$ cat config.mk
export PLATFORM = sky130hd
export DESIGN_NAME = uart_mmio_fifo_flat
export DESIGN_NICKNAME = d
export VERILOG_FILES = /design/src/rtl/uart_mmio_fifo_if.sv /design/src/rtl/uart_mmio_fifo.sv /design/src/flat_wrapper.sv
export SDC_FILE = /design/constraint.sdc
export NUM_CORES = 1
export LEC_CHECK = 0
export CAP_MARGIN = 20
export CORE_ASPECT_RATIO = 1.1
export CORE_MARGIN = 4
export CORE_UTILIZATION = 45
export DETAILED_ROUTE_END_ITERATION = 8
export MAX_ROUTING_LAYER = met4
export PLACE_DENSITY = 0.7
export SKIP_CTS_REPAIR_TIMING = 1
export SLEW_MARGIN = 20
export SYNTH_ARGS = -nofsm -noshare
export SYNTH_HDL_FRONTEND = slang
export SYNTH_SLANG_ARGS = --single-unit
$ cat constraint.sdc
create_clock -name clk -period 2.7 [get_ports clk]
set_clock_uncertainty 0.05 [all_clocks]
set_input_delay 0.54 -clock clk [delete_from_list [all_inputs] [get_ports clk]]
set_output_delay 0.54 -clock clk [all_outputs]
set_load 0.01 [all_outputs]
$ cat src/rtl/uart_mmio_fifo_if.sv
// CPU register bus and UART character handshakes for uart_mmio_fifo.
// The slave modport is the buffer block. The master modport is the CPU/UART side that drives it.
interface uart_mmio_fifo_if #(
  parameter int DATA_W = 8
);
  logic              stall;
  logic [1:0]        cpu_addr;
  logic              cpu_re;
  logic              cpu_we;
  logic [31:0]       cpu_wdata;
  logic [31:0]       cpu_rdata;
  logic [DATA_W-1:0] uart_rx_data;
  logic              uart_rx_valid;
  logic              uart_rx_ready;
  logic [DATA_W-1:0] uart_tx_data;
  logic              uart_tx_valid;
  logic              uart_tx_ready;

  modport slave (
    input  stall, cpu_addr, cpu_re, cpu_we, cpu_wdata,
    output cpu_rdata,
    input  uart_rx_data, uart_rx_valid,
    output uart_rx_ready,
    output uart_tx_data, uart_tx_valid,
    input  uart_tx_ready
  );

  modport master (
    output stall, cpu_addr, cpu_re, cpu_we, cpu_wdata,
    input  cpu_rdata,
    output uart_rx_data, uart_rx_valid,
    input  uart_rx_ready,
    input  uart_tx_data, uart_tx_valid,
    output uart_tx_ready
  );
endinterface

$ cat src/rtl/uart_mmio_fifo.sv
// Memory-mapped UART buffer: RX and TX circular FIFOs behind the STATUS, RXDATA, TXDATA and CTRL registers.
// Sticky flags record RX overflow, TX overflow and RX underflow until software clears them.
module uart_mmio_fifo #(
  parameter int DATA_W   = 8,
  parameter int RX_DEPTH = 8,
  parameter int TX_DEPTH = 8
) (
  input  logic                clk,
  input  logic                rst,
  uart_mmio_fifo_if.slave     bus
);
  localparam int RX_AW = $clog2(RX_DEPTH);
  localparam int TX_AW = $clog2(TX_DEPTH);
  localparam logic [RX_AW:0] RX_FULL_CNT = (RX_AW+1)'(RX_DEPTH);
  localparam logic [TX_AW:0] TX_FULL_CNT = (TX_AW+1)'(TX_DEPTH);

  typedef enum logic [1:0] {
    REG_STATUS = 2'd0,
    REG_RXDATA = 2'd1,
    REG_TXDATA = 2'd2,
    REG_CTRL   = 2'd3
  } reg_e;

  logic [DATA_W-1:0] rx_mem [RX_DEPTH];
  logic [DATA_W-1:0] tx_mem [TX_DEPTH];
  logic [RX_AW-1:0]  rx_wr_ptr, rx_rd_ptr;
  logic [TX_AW-1:0]  tx_wr_ptr, tx_rd_ptr;
  logic [RX_AW:0]    rx_count;
  logic [TX_AW:0]    tx_count;
  logic              rx_ovf, tx_ovf, rx_udf;
  logic              rx_ready_q;
  logic [31:0]       rdata_q;

  reg_e addr;
  logic cpu_rd, cpu_wr, ctrl_wr;
  logic rx_flush, tx_flush, flag_clr;
  logic rx_full, rx_empty, tx_full;
  logic rx_pop_req, rx_pop, rx_push, rx_ovf_set, rx_udf_set;
  logic tx_push_req, tx_push, tx_pop, tx_ovf_set;
  logic [DATA_W-1:0] rx_head;
  logic [31:0] status;
  logic unused_wdata;

  assign addr     = reg_e'(bus.cpu_addr);
  assign cpu_rd   = bus.cpu_re & ~bus.stall;
  assign cpu_wr   = bus.cpu_we & ~bus.stall;
  assign ctrl_wr  = cpu_wr && addr == REG_CTRL;
  assign rx_flush = ctrl_wr & bus.cpu_wdata[0];
  assign tx_flush = ctrl_wr & bus.cpu_wdata[1];
  assign flag_clr = ctrl_wr & bus.cpu_wdata[2];
  assign unused_wdata = ^bus.cpu_wdata;

  assign rx_full  = rx_count == RX_FULL_CNT;
  assign rx_empty = rx_count == '0;
  assign tx_full  = tx_count == TX_FULL_CNT;
  assign rx_head  = rx_mem[rx_rd_ptr];

  // A pop from a full FIFO frees the slot that a push in the same cycle needs, so both go ahead.
  assign rx_pop_req = cpu_rd && addr == REG_RXDATA;
  assign rx_pop     = rx_pop_req & ~rx_empty & ~rx_flush;
  assign rx_push    = bus.uart_rx_valid & (~rx_full | rx_pop) & ~rx_flush;
  assign rx_ovf_set = bus.uart_rx_valid & rx_full & ~rx_pop & ~rx_flush;
  assign rx_udf_set = rx_pop_req & rx_empty;

  assign tx_pop      = bus.uart_tx_valid & bus.uart_tx_ready & ~tx_flush;
  assign tx_push_req = cpu_wr && addr == REG_TXDATA;
  assign tx_push     = tx_push_req & (~tx_full | tx_pop) & ~tx_flush;
  assign tx_ovf_set  = tx_push_req & tx_full & ~tx_pop & ~tx_flush;

  assign status = {8'h00, 8'(tx_count), 8'(rx_count),
                   3'b000, rx_udf, tx_ovf, rx_ovf, ~tx_full, ~rx_empty};

  assign bus.cpu_rdata     = rdata_q;
  assign bus.uart_rx_ready = rx_ready_q;
  assign bus.uart_tx_valid = tx_count != '0;
  assign bus.uart_tx_data  = tx_mem[tx_rd_ptr];

  // NOTE: storage arrays carry no reset; the pointers and counts define which entries are valid.
  always_ff @(posedge clk) begin
    if (rx_push) rx_mem[rx_wr_ptr] <= bus.uart_rx_data;
    if (tx_push) tx_mem[tx_wr_ptr] <= bus.cpu_wdata[DATA_W-1:0];
  end

  // NOTE: all state uses non-blocking assignments so every register samples pre-edge values.
  always_ff @(posedge clk) begin
    if (rst) begin
      rx_wr_ptr  <= '0;
      rx_rd_ptr  <= '0;
      rx_count   <= '0;
      tx_wr_ptr  <= '0;
      tx_rd_ptr  <= '0;
      tx_count   <= '0;
      rx_ovf     <= 1'b0;
      tx_ovf     <= 1'b0;
      rx_udf     <= 1'b0;
      rx_ready_q <= 1'b0;
      rdata_q    <= '0;
    end else begin
      rx_ready_q <= 1'b1;

      if (rx_flush) begin
        rx_wr_ptr <= '0;
        rx_rd_ptr <= '0;
        rx_count  <= '0;
      end else begin
        if (rx_push) rx_wr_ptr <= rx_wr_ptr + RX_AW'(1);
        if (rx_pop)  rx_rd_ptr <= rx_rd_ptr + RX_AW'(1);
        case ({rx_push, rx_pop})
          2'b10:   rx_count <= rx_count + (RX_AW+1)'(1);
          2'b01:   rx_count <= rx_count - (RX_AW+1)'(1);
          default: rx_count <= rx_count;
        endcase
      end

      if (tx_flush) begin
        tx_wr_ptr <= '0;
        tx_rd_ptr <= '0;
        tx_count  <= '0;
      end else begin
        if (tx_push) tx_wr_ptr <= tx_wr_ptr + TX_AW'(1);
        if (tx_pop)  tx_rd_ptr <= tx_rd_ptr + TX_AW'(1);
        case ({tx_push, tx_pop})
          2'b10:   tx_count <= tx_count + (TX_AW+1)'(1);
          2'b01:   tx_count <= tx_count - (TX_AW+1)'(1);
          default: tx_count <= tx_count;
        endcase
      end

      if (flag_clr) begin
        rx_ovf <= 1'b0;
        tx_ovf <= 1'b0;
        rx_udf <= 1'b0;
      end else begin
        rx_ovf <= rx_ovf | rx_ovf_set;
        tx_ovf <= tx_ovf | tx_ovf_set;
        rx_udf <= rx_udf | rx_udf_set;
      end

      if (cpu_rd) begin
        case (addr)
          REG_STATUS: rdata_q <= status;
          REG_RXDATA: rdata_q <= rx_empty ? 32'h0 : 32'(rx_head);
          default:    rdata_q <= 32'h0;
        endcase
      end
    end
  end
endmodule
$ cat src/flat_wrapper.sv
// flat-port wrapper written by rule: the top's interface ports become plain ports
module uart_mmio_fifo_flat 
#(
  parameter int DATA_W   = 8,
  parameter int RX_DEPTH = 8,
  parameter int TX_DEPTH = 8
)
  (clk, rst, bus_stall, bus_cpu_addr, bus_cpu_re, bus_cpu_we, bus_cpu_wdata, bus_cpu_rdata, bus_uart_rx_data, bus_uart_rx_valid, bus_uart_rx_ready, bus_uart_tx_data, bus_uart_tx_valid, bus_uart_tx_ready);
  uart_mmio_fifo_if #(.DATA_W(DATA_W)) bus_i ();
  input  logic clk;
  input  logic rst;
  input wire logic [$bits(bus_i.stall)-1:0] bus_stall;
  input wire logic [$bits(bus_i.cpu_addr)-1:0] bus_cpu_addr;
  input wire logic [$bits(bus_i.cpu_re)-1:0] bus_cpu_re;
  input wire logic [$bits(bus_i.cpu_we)-1:0] bus_cpu_we;
  input wire logic [$bits(bus_i.cpu_wdata)-1:0] bus_cpu_wdata;
  output wire logic [$bits(bus_i.cpu_rdata)-1:0] bus_cpu_rdata;
  input wire logic [$bits(bus_i.uart_rx_data)-1:0] bus_uart_rx_data;
  input wire logic [$bits(bus_i.uart_rx_valid)-1:0] bus_uart_rx_valid;
  output wire logic [$bits(bus_i.uart_rx_ready)-1:0] bus_uart_rx_ready;
  output wire logic [$bits(bus_i.uart_tx_data)-1:0] bus_uart_tx_data;
  output wire logic [$bits(bus_i.uart_tx_valid)-1:0] bus_uart_tx_valid;
  input wire logic [$bits(bus_i.uart_tx_ready)-1:0] bus_uart_tx_ready;
  assign bus_i.stall = bus_stall;
  assign bus_i.cpu_addr = bus_cpu_addr;
  assign bus_i.cpu_re = bus_cpu_re;
  assign bus_i.cpu_we = bus_cpu_we;
  assign bus_i.cpu_wdata = bus_cpu_wdata;
  assign bus_cpu_rdata = bus_i.cpu_rdata;
  assign bus_i.uart_rx_data = bus_uart_rx_data;
  assign bus_i.uart_rx_valid = bus_uart_rx_valid;
  assign bus_uart_rx_ready = bus_i.uart_rx_ready;
  assign bus_uart_tx_data = bus_i.uart_tx_data;
  assign bus_uart_tx_valid = bus_i.uart_tx_valid;
  assign bus_i.uart_tx_ready = bus_uart_tx_ready;
  uart_mmio_fifo #(.DATA_W(DATA_W), .RX_DEPTH(RX_DEPTH), .TX_DEPTH(TX_DEPTH)) u_core (.clk(clk), .rst(rst), .bus(bus_i));
endmodule
==> results.json, run 1 <==
{
  "p_total_uw": 6160,
  "wl_um": 14700,
  "place_hpwl_um": 9700,
  "max-slew-margin-rel_pct": 64.0,
  "antenna_found_initial": 0,
  "clockBufferDepth": 2,
  "final_hold_viol_count": 0,
  "cts_tree": "built",
  "syn-cell-area_um2": 7080,
  "die_w_um": 128,
  "hold_depth": 2,
  "crit_type": "reg2reg",
  "hold_path.class": "reg2reg",
  "yosysSeqAreaShare_pct": 67.3,
  "cp-start-kind": "register",
  "cts_max_level": 4,
  "port_buffers": 50,
  "report.final.slew_viol_count": 0,
  "core.rowCount": 47,
  "path_max_fanout": 10,
  "numCtsBuffers": 17,
  "hold-path-endpoint": "u_core.tx_ovf$_SDFF_PP0_",
  "period_share_pct": 95.5,
  "clk_latency_ns": 0.43,
  "ys_top_cells_by_area": "edfxtp_1 54%, dfxtp_1 13%, mux4_2 6.4%, nor2_1 2.3%, mux2_2 2.2%",
  "wire_per_inst_um": 19.0,
  "worst_slack_ns": 0.120,
  "synth_top_area_share_pct": 54.3,
  "r2r_end": "u_core.rx_count[2]$_SDFFE_PP0P_",
  "worst_slew_pin_slew_ns": 0.539,
  "leakage_uw": 0.00319,
  "area_growth_pct": 24.8,
  "die_area_um2": 17800,
  "r2r_start": "u_core.rx_count[1]$_SDFFE_PP0P_",
  "grt.overflow.total": 0,
  "r2r_cells": 10,
  "crit_arrival_ns": 2.88,
  "coreArea_um2": 15200,
  "syn_avg_cell_area_um2": 15.2,
  "vias": 4167,
  "start_util_pct": 46.5,
  "antenna_cells": 0,
  "drt-vias-per-instance": 5.40,
  "hold_path.startpoint": "u_core.tx_ovf$_SDFF_PP0_",
  "r2r_setup_slack_ns": 0.12,
  "grt_pass1_wl_um": 23100,
  "synth_edf_count": 128,
  "placed_cell_area_um2": 8070,
  "gr-usage-all-layers_pct": 17.4,
  "synth_cells": 466,
  "fin_util_pct": 58.1,
  "finalWeightedCongestion": 0.828,
  "async_flop_share_pct": 0,
  "peakVddDrop_uv": 494,
  "power_density_nw_per_um2": 697,
  "grt_max_degree": 19,
  "drc_errors": 0,
  "clock.fmax_ghz": 0.388,
  "outcome": "finished, final reports clean",
  "yosysWarnings": 0,
  "ys_types": 52,
  "cts.clk_slew.worst_paths_ns": 0.06,
  "fin_crit_ns": 2.58,
  "yosysTopAreaCell": "edfxtp_1",
  "die_height_um": 140,
  "cts.sinks": 174,
  "root_buffer": "clkbuf_16",
  "ys_ff_latch": 174,
  "final_layout_size_suffix_gt1_share_pct": 24.0,
  "firstDrtPassIters": 4,
  "critPathCaptureType": "register",
  "boundaryPins": 91,
  "finalSetupViolations": 0,
  "finalHoldWorstSlack_ns": 0.404,
  "finalNetCount": 622,
  "fin_area_um2": 8840,
  "crit_required_ns": 3.00,
  "maxCapViolations": 0,
  "grt_pass1_vias": 4198,
  "drtIter0Drc": 211,
  "ant_nets": 0,
  "pre_cts_slack_ns": -0.451,
  "synth_ff_type": "edfxtp_1"
}
## stage by stage
| step | TNS [ns] | instances |
|---|---|---|
| finish | 0 | 772 |
| global route | -0.0318 | 772 |
| CTS | -1.37 | 771 |
| detailed placement | -4.09 | 739 |
| global placement | -2.50 | 739 |
| floorplan | 0 | 481 |
## flip-flops by register name, summed over array words and instances, names as in the netlist, 3 cells and up, named ones only
name,cells
u_core.bus.cpu_rdata,16
u_core.rx_count,4
u_core.rx_mem,64
u_core.rx_rd_ptr,3
u_core.rx_wr_ptr,3
u_core.tx_count,4
u_core.tx_mem,64
u_core.tx_rd_ptr,3
u_core.tx_wr_ptr,3
## critical path, stage by stage (launching register included)
cell and delay, ns:
dfxtp_1 0.43, or4_1 0.61, nand2_2 0.10, inv_1 0.06
ha_2 0.18, xor2_1 0.14, ha_1 0.20, a21oi_1 0.15
xor2_1 0.10, or3_1 0.33, a21oi_1 0.16
## kinds of logic (layout without fill, tap and decap cells)
family                   count (synthesis)  count (layout)  synth area share, %
AO/OA/AOI/OAI                           66              66                 6.59
flip-flops                             174             174                 67.3
multiplexers                            47              47                 11.3
other                                    1              16               0.0529
adder cells (fa/ha/maj)                 10              10                 1.77
XOR/XNOR                                11              11                 1.36
buffers and inverters                   47             142                 3.62
AND/OR/NAND/NOR                        110             110                 8.02
## layer usage
layer	track usage, %	routed length (um)	part of all wire, %
met3	4.37	597	4.1
met5	-	0	0
met2	29.9	7950	54
met4	5.87	195	1.3
met1	20.0	5910	40
## cell type report
class | count | area [um2]
repair buffers | 103 | 961
clock inverters | 15 | 254
well taps | 196 | 245
inverters | 7 | 26.3
fillers | 1136 | 6390
clock buffers | 17 | 425
flip-flops and latches | 174 | 4770
multi-input cells | 260 | 2160
## synth_stat cells, drive strengths merged (8+ instances only)
library cell    n
a21oi          19
a22oi          12
buf            25
clkbuf         15
dfxtp          46
edfxtp        128
ha             10
mux2           14
mux2i           9
mux4           24
nand2          18
nand3          10
nor2           44
o21ai           8
xor2           11
## power by group
group	leakage, uW	total [uW]	switching [uW]	internal, uW
clock	0.000335	2800	1050	1750
combinational	0.00132	412	199	213
sequential	0.00153	2950	37.6	2910
total	0.00319	6160	1290	4880
## how the worst max path moves through the flow
stage	endpoint	start	slack, ns	cells after the start
CTS	bus_uart_tx_data[2]	register	-0.19	4
floorplan	u_core.rx_count[2]$_SDFFE_PP0P_	bus_cpu_addr[1]	0.03	11
global route	u_core.rx_count[2]$_SDFFE_PP0P_	u_core.rx_count[0]$_SDFFE_PP0P_	-0.03	10
detailed placement	u_core.rx_count[3]$_SDFFE_PP0P_	bus_cpu_addr[1]	-0.45	10
global placement	u_core.rx_count[2]$_SDFFE_PP0P_	bus_cpu_addr[1]	-0.37	11
finish	u_core.rx_count[2]$_SDFFE_PP0P_	u_core.rx_count[1]$_SDFFE_PP0P_	0.12	10
## cell usage in the layout, fill, tap and decap left out, types with 6 or more instances in the layout
cell,n
a21oi_1,19
a22oi_1,12
buf_4,51
bufinv_16,6
clkbuf_16,18
clkdlybuf4s50_1,37
conb_1,16
dfxtp_1,43
dlymetal6s2s_1,13
edfxtp_1,128
ha_1,8
mux2_2,14
mux2i_1,9
mux4_2,20
nand2_1,16
nand2b_1,7
nand3_1,10
nor2_1,44
nor2b_1,6
nor3_1,6
o21ai_0,6
xor2_1,11
Power figures use the tool's default switching activity.
==> run 2: changes to the inputs <==
--- a/config.mk
+++ b/config.mk
@@ -10,7 +10,6 @@
 export CORE_MARGIN = 4
 export CORE_UTILIZATION = 45
 export DETAILED_ROUTE_END_ITERATION = 8
-export MAX_ROUTING_LAYER = met4
 export PLACE_DENSITY = 0.7
 export SKIP_CTS_REPAIR_TIMING = 1
 export SLEW_MARGIN = 20
==> run 2 against run 1 <==
Non-clock buffer count is the same. Critical path depth is the same. Via count shrank 0.50%. First-iteration DRC count grew 2.4%. Register-to-register slack is essentially flat. Largest power group unchanged.
==> results.json, run 2 (same netlist as run 1, synthesis figures left out) <==
{
  "peakVddDrop_uv": 494,
  "r2r_start": "u_core.rx_count[0]$_SDFFE_PP0P_",
  "wl_um": 14600,
  "port_buffers": 50,
  "crit_required_ns": 3.00,
  "route.met2.wl_um": 7930,
  "start_util_pct": 46.5,
  "worst_slack_ns": 0.118,
  "pre_cts_slack_ns": -0.451,
  "outcome": "finished, final reports clean",
  "finalNetCount": 622,
  "max-slew-margin-rel_pct": 63.7,
  "met1_length_um": 5910,
  "grt_pass1_vias": 4211,
  "crit_arrival_ns": 2.88,
  "grt_max_degree": 19,
  "vias": 4146,
  "swShare_pct": 20.8,
  "final_layout_size_suffix_gt1_share_pct": 24.0,
  "antenna_found_initial": 0,
  "final_cell_mix": "128 x edfxtp_1, 51 x buf_4, 44 x nor2_1",
  "netSwitchingPower_uw": 1280,
  "hold_path.startpoint": "u_core.tx_ovf$_SDFF_PP0_",
  "power_density_nw_per_um2": 697,
  "critPathCaptureType": "register",
  "cts.clk_slew.worst_paths_ns": 0.06,
  "ant_nets": 0,
  "layout_commonest_cell": "edfxtp_1",
  "numCtsBuffers": 17,
  "finalWeightedCongestion": 0.816,
  "leakage_uw": 0.00319,
  "area_growth_pct": 24.8,
  "coreArea_um2": 15200,
  "hold_path.class": "reg2reg",
  "pwr-share-comb_pct": 6.7,
  "die_area_um2": 17800,
  "path_max_fanout": 8,
  "p_int_uw": 4880,
  "die_w_um": 128,
  "firstDrtPassIters": 4,
  "crit_type": "reg2reg",
  "boundaryPins": 91,
  "cts_max_level": 4,
  "gr-usage-all-layers_pct": 16.9,
  "clockBufferDepth": 2,
  "maxCapViolations": 0,
  "dr.max_layer_used": "met4",
  "cts.sinks": 174,
  "wl_met3_um": 573,
  "report.final.slew_viol_count": 0,
  "drc_errors": 0,
  "cp-start-kind": "register",
  "p_total_uw": 6160,
  "grt.overflow.total": 0,
  "core.rowCount": 47,
  "clk_latency_ns": 0.43,
  "final_hold_viol_count": 0,
  "clockPowerShare_pct": 45.5,
  "period_share_pct": 95.6,
  "root_buffer": "clkbuf_16",
  "fin_crit_ns": 2.58,
  "antenna_cells": 0,
  "drt-vias-per-instance": 5.37,
  "cts_tree": "built",
  "finalSetupViolations": 0,
  "place_hpwl_um": 9700,
  "crit_start": "u_core.rx_count[0]$_SDFFE_PP0P_",
  "die_height_um": 140,
  "drtIter0Drc": 216,
  "worst_slew_pin_slew_ns": 0.544,
  "grt_pass1_wl_um": 23000,
  "wire_per_inst_um": 19.0,
  "clock.fmax_ghz": 0.387,
  "p_seq_share_pct": 47.8
}
-- run 2: routing by layer --
layer  global-route usage [%]  vias to the layer above
met4                     5.87                        0
met5                        0                        -
met3                     4.41                       16
met1                     20.0                     2081
li1                         -                     1952
met2                     29.7                       97
-- run 2: worst max-delay path, cell delays in order, from the launching register on --
cell and delay [ns]:
dfxtp_1 0.41, or4_1 0.64, nand2_2 0.11, inv_1 0.06
ha_2 0.18, xor2_1 0.14, ha_1 0.20, a21oi_1 0.15
xor2_1 0.10, or3_1 0.33, a21oi_1 0.15
-- run 2: final cells by class --
| cell class | count | area, um2 |
|---|---|---|
| Fill cell | 1136 | 6390 |
| Sequential cell | 174 | 4770 |
| Multi-Input combinational cell | 260 | 2160 |
| Timing Repair Buffer | 103 | 961 |
| Clock buffer | 17 | 425 |
| Clock inverter | 15 | 254 |
| Tap cell | 196 | 245 |
| Inverter | 7 | 26.3 |
-- run 2: worst paths after layout --
check	endpoint	slack, ns	cells past startpoint
max reg2reg	u_core.rx_count[2]$_SDFFE_PP0P_	0.12	10
max	u_core.rx_count[2]$_SDFFE_PP0P_	0.12	10
min	u_core.tx_ovf$_SDFF_PP0_	0.40	2
min reg2reg	u_core.tx_ovf$_SDFF_PP0_	0.40	2
-- run 2: metrics by stage --
| stage | hold WS (ns) | cells | util (%) | instance area [um2] | TNS (ns) |
|---|---|---|---|---|---|
| after CTS | 0.402 | 771 | 57.4 | 8750 | -1.37 |
| after floorplan | 0.375 | 481 | - | 7140 | 0 |
| after global routing | 0.446 | 772 | 58.1 | 8840 | -0.0318 |
| after detailed placement | 0.390 | 739 | 53.0 | 8070 | -4.09 |
| final | 0.404 | 772 | 58.1 | 8840 | 0 |
| after global placement | 0.395 | 739 | 53.0 | 8070 | -2.50 |
-- run 2: power by group through the flow --
| stage | clock [uW] | sequential (uW) | combinational, uW |
|---|---|---|---|
| 2_1_floorplan | 0 | 2990 | 235 |
| 3_5_place_dp | 0 | 3000 | 402 |
| 6_report | 2800 | 2950 | 412 |
| 4_1_cts | 2840 | 2940 | 405 |
| 5_1_grt | 2960 | 2950 | 450 |
| 3_3_place_gp | 0 | 3000 | 393 |
==> run 3: changes to the inputs <==
--- a/config.mk
+++ b/config.mk
@@ -11,7 +11,6 @@
 export CORE_UTILIZATION = 45
 export DETAILED_ROUTE_END_ITERATION = 8
 export PLACE_DENSITY = 0.7
-export SKIP_CTS_REPAIR_TIMING = 1
 export SLEW_MARGIN = 20
 export SYNTH_ARGS = -nofsm -noshare
 export SYNTH_HDL_FRONTEND = slang
==> run 3 against run 2 <==
Cell count is 0.13% higher. Clock power hardly changed. Sequential share of layout area is 0.24 points higher. Worst setup slack worse by 0.055 ns. Cell area is 0.44% lower. Critical path depth is 6 lower. Largest cell class unchanged.
==> results.json, run 3 (same netlist as run 1, synthesis figures left out) <==
{
  "outcome": "finished, final reports clean",
  "root_buffer": "clkbuf_16",
  "max-slew-margin-rel_pct": 63.5,
  "crit_arrival_ns": 2.05,
  "hold-path-endpoint": "u_core.tx_ovf$_SDFF_PP0_",
  "path_max_fanout": 8,
  "finalNetCount": 622,
  "drtIter0Drc": 215,
  "clockBufferDepth": 2,
  "hold_depth": 2,
  "critPathCaptureType": "primary output",
  "boundaryPins": 91,
  "start_util_pct": 46.5,
  "place_hpwl_um": 9700,
  "r2r_setup_slack_ns": 0.14,
  "r2r_end": "u_core.rx_count[2]$_SDFFE_PP0P_",
  "post-cts-setup-buffers": 0,
  "final_hold_viol_count": 0,
  "leakage_uw": 0.00311,
  "period_share_pct": 97.7,
  "coreArea_um2": 15200,
  "die_height_um": 140,
  "peakVddDrop_uv": 494,
  "maxCapViolations": 0,
  "grt.overflow.total": 0,
  "firstDrtPassIters": 4,
  "clk_latency_ns": 0.43,
  "rsz0062_at_grt": "no",
  "crit_required_ns": 2.11,
  "cts.sinks": 174,
  "drt-vias-per-instance": 5.37,
  "cts.clk_slew.worst_paths_ns": 0.06,
  "cp-start-kind": "register",
  "power_density_nw_per_um2": 699,
  "report.final.slew_viol_count": 0,
  "wl_um": 14500,
  "cts_max_level": 4,
  "ctsHoldBuffers": 0,
  "finalHoldWorstSlack_ns": 0.403,
  "area_growth_pct": 24.3,
  "cts_tree": "built",
  "finalSetupViolations": 0,
  "die_w_um": 128,
  "r2r_cells": 10,
  "core.rowCount": 47,
  "die_area_um2": 17800,
  "final_cell_mix": "128 x edfxtp_1, 51 x buf_4, 44 x nor2_1",
  "drc_errors": 0,
  "gr-usage-all-layers_pct": 17.1,
  "grt_max_degree": 19,
  "worst_slew_pin_slew_ns": 0.547,
  "grt_pass1_vias": 4231,
  "wire_per_inst_um": 18.8,
  "port_buffers": 50,
  "r2r_start": "u_core.rx_count[0]$_SDFFE_PP0P_",
  "vias": 4148,
  "fin_crit_ns": 2.64,
  "numCtsBuffers": 17,
  "finalWeightedCongestion": 0.816,
  "p_total_uw": 6160,
  "antenna_found_initial": 0,
  "ant_nets": 0,
  "nFillCells": 1148,
  "layout_commonest_cell": "edfxtp_1",
  "hold_path.startpoint": "u_core.tx_ovf$_SDFF_PP0_",
  "final_layout_size_suffix_gt1_share_pct": 24.0,
  "hold_path.class": "reg2reg",
  "clock.fmax_ghz": 0.379,
  "crit_type": "reg2out",
  "grt_pass1_wl_um": 23300
}
## run 3: through the flow
step                      cells  setup TNS, ns  setup WS (ns)  utilization, %  instance area, um2
final                       773              0         0.0623            57.8                8800
after detailed placement    739          -4.09         -0.451            53.0                8070
after global placement      739          -2.50         -0.372            53.0                8070
after CTS                   772              0         0.0227            57.6                8780
after global routing        772              0       0.000294            57.8                8800
after floorplan             481              0         0.0281               -                7140
## run 3: worst max-delay path by stage
stage | startpoint | to | depth (start not counted)
floorplan | bus_cpu_addr[1] | u_core.rx_count[2]$_SDFFE_PP0P_ | 11
global placement | bus_cpu_addr[1] | u_core.rx_count[2]$_SDFFE_PP0P_ | 11
detailed placement | bus_cpu_addr[1] | u_core.rx_count[3]$_SDFFE_PP0P_ | 10
finish | register | bus_uart_tx_data[2] | 4
CTS | bus_cpu_addr[0] | u_core.rx_count[3]$_SDFFE_PP0P_ | 10
global route | bus_cpu_re | u_core.rx_count[3]$_SDFFE_PP0P_ | 10
## run 3: report_power, final
part           internal, uW  switching [uW]
clock                  1750            1040
combinational           210             198
sequential             2910            38.7
total                  4870            1280
## run 3: layout make-up
type / instances / area [um2] / share of cell area (%)
Sequential cell: 174 / 4770 / 54.2
Multi-Input combinational cell: 260 / 2150 / 24.4
Timing Repair Buffer: 103 / 928 / 10.5
Clock buffer: 17 / 425 / 4.83
Clock inverter: 15 / 254 / 2.88
Tap cell: 196 / 245 / 2.79
Inverter: 7 / 26.3 / 0.298
Antenna cell: 1 / 2.50 / 0.0284
## run 3: repair_timing
item,4_1_cts,5_1_grt
pin swaps,1,2
cloned,1,0
setup endpoints to repair,10,4
endpoints found under the hold margin,0,0
resized for setup,13,11
## run 3: layer usage
metal  vias to the layer above  global-route usage [%]  share of wire (%)
met5                         -                       0                  0
met4                         0                    5.81                1.6
met3                        18                    4.41                4.2
met2                        93                    30.4                 54
met1                      2079                    20.1                 40
li1                       1958                       -                  -
## run 3: worst max-delay path, stage by stage, from the launching register on
cell and delay [ns]:
dfxtp_4 0.39, buf_12 0.15, mux4_2 0.51, mux2_2 0.29, dlygate4sd2_1 0.29
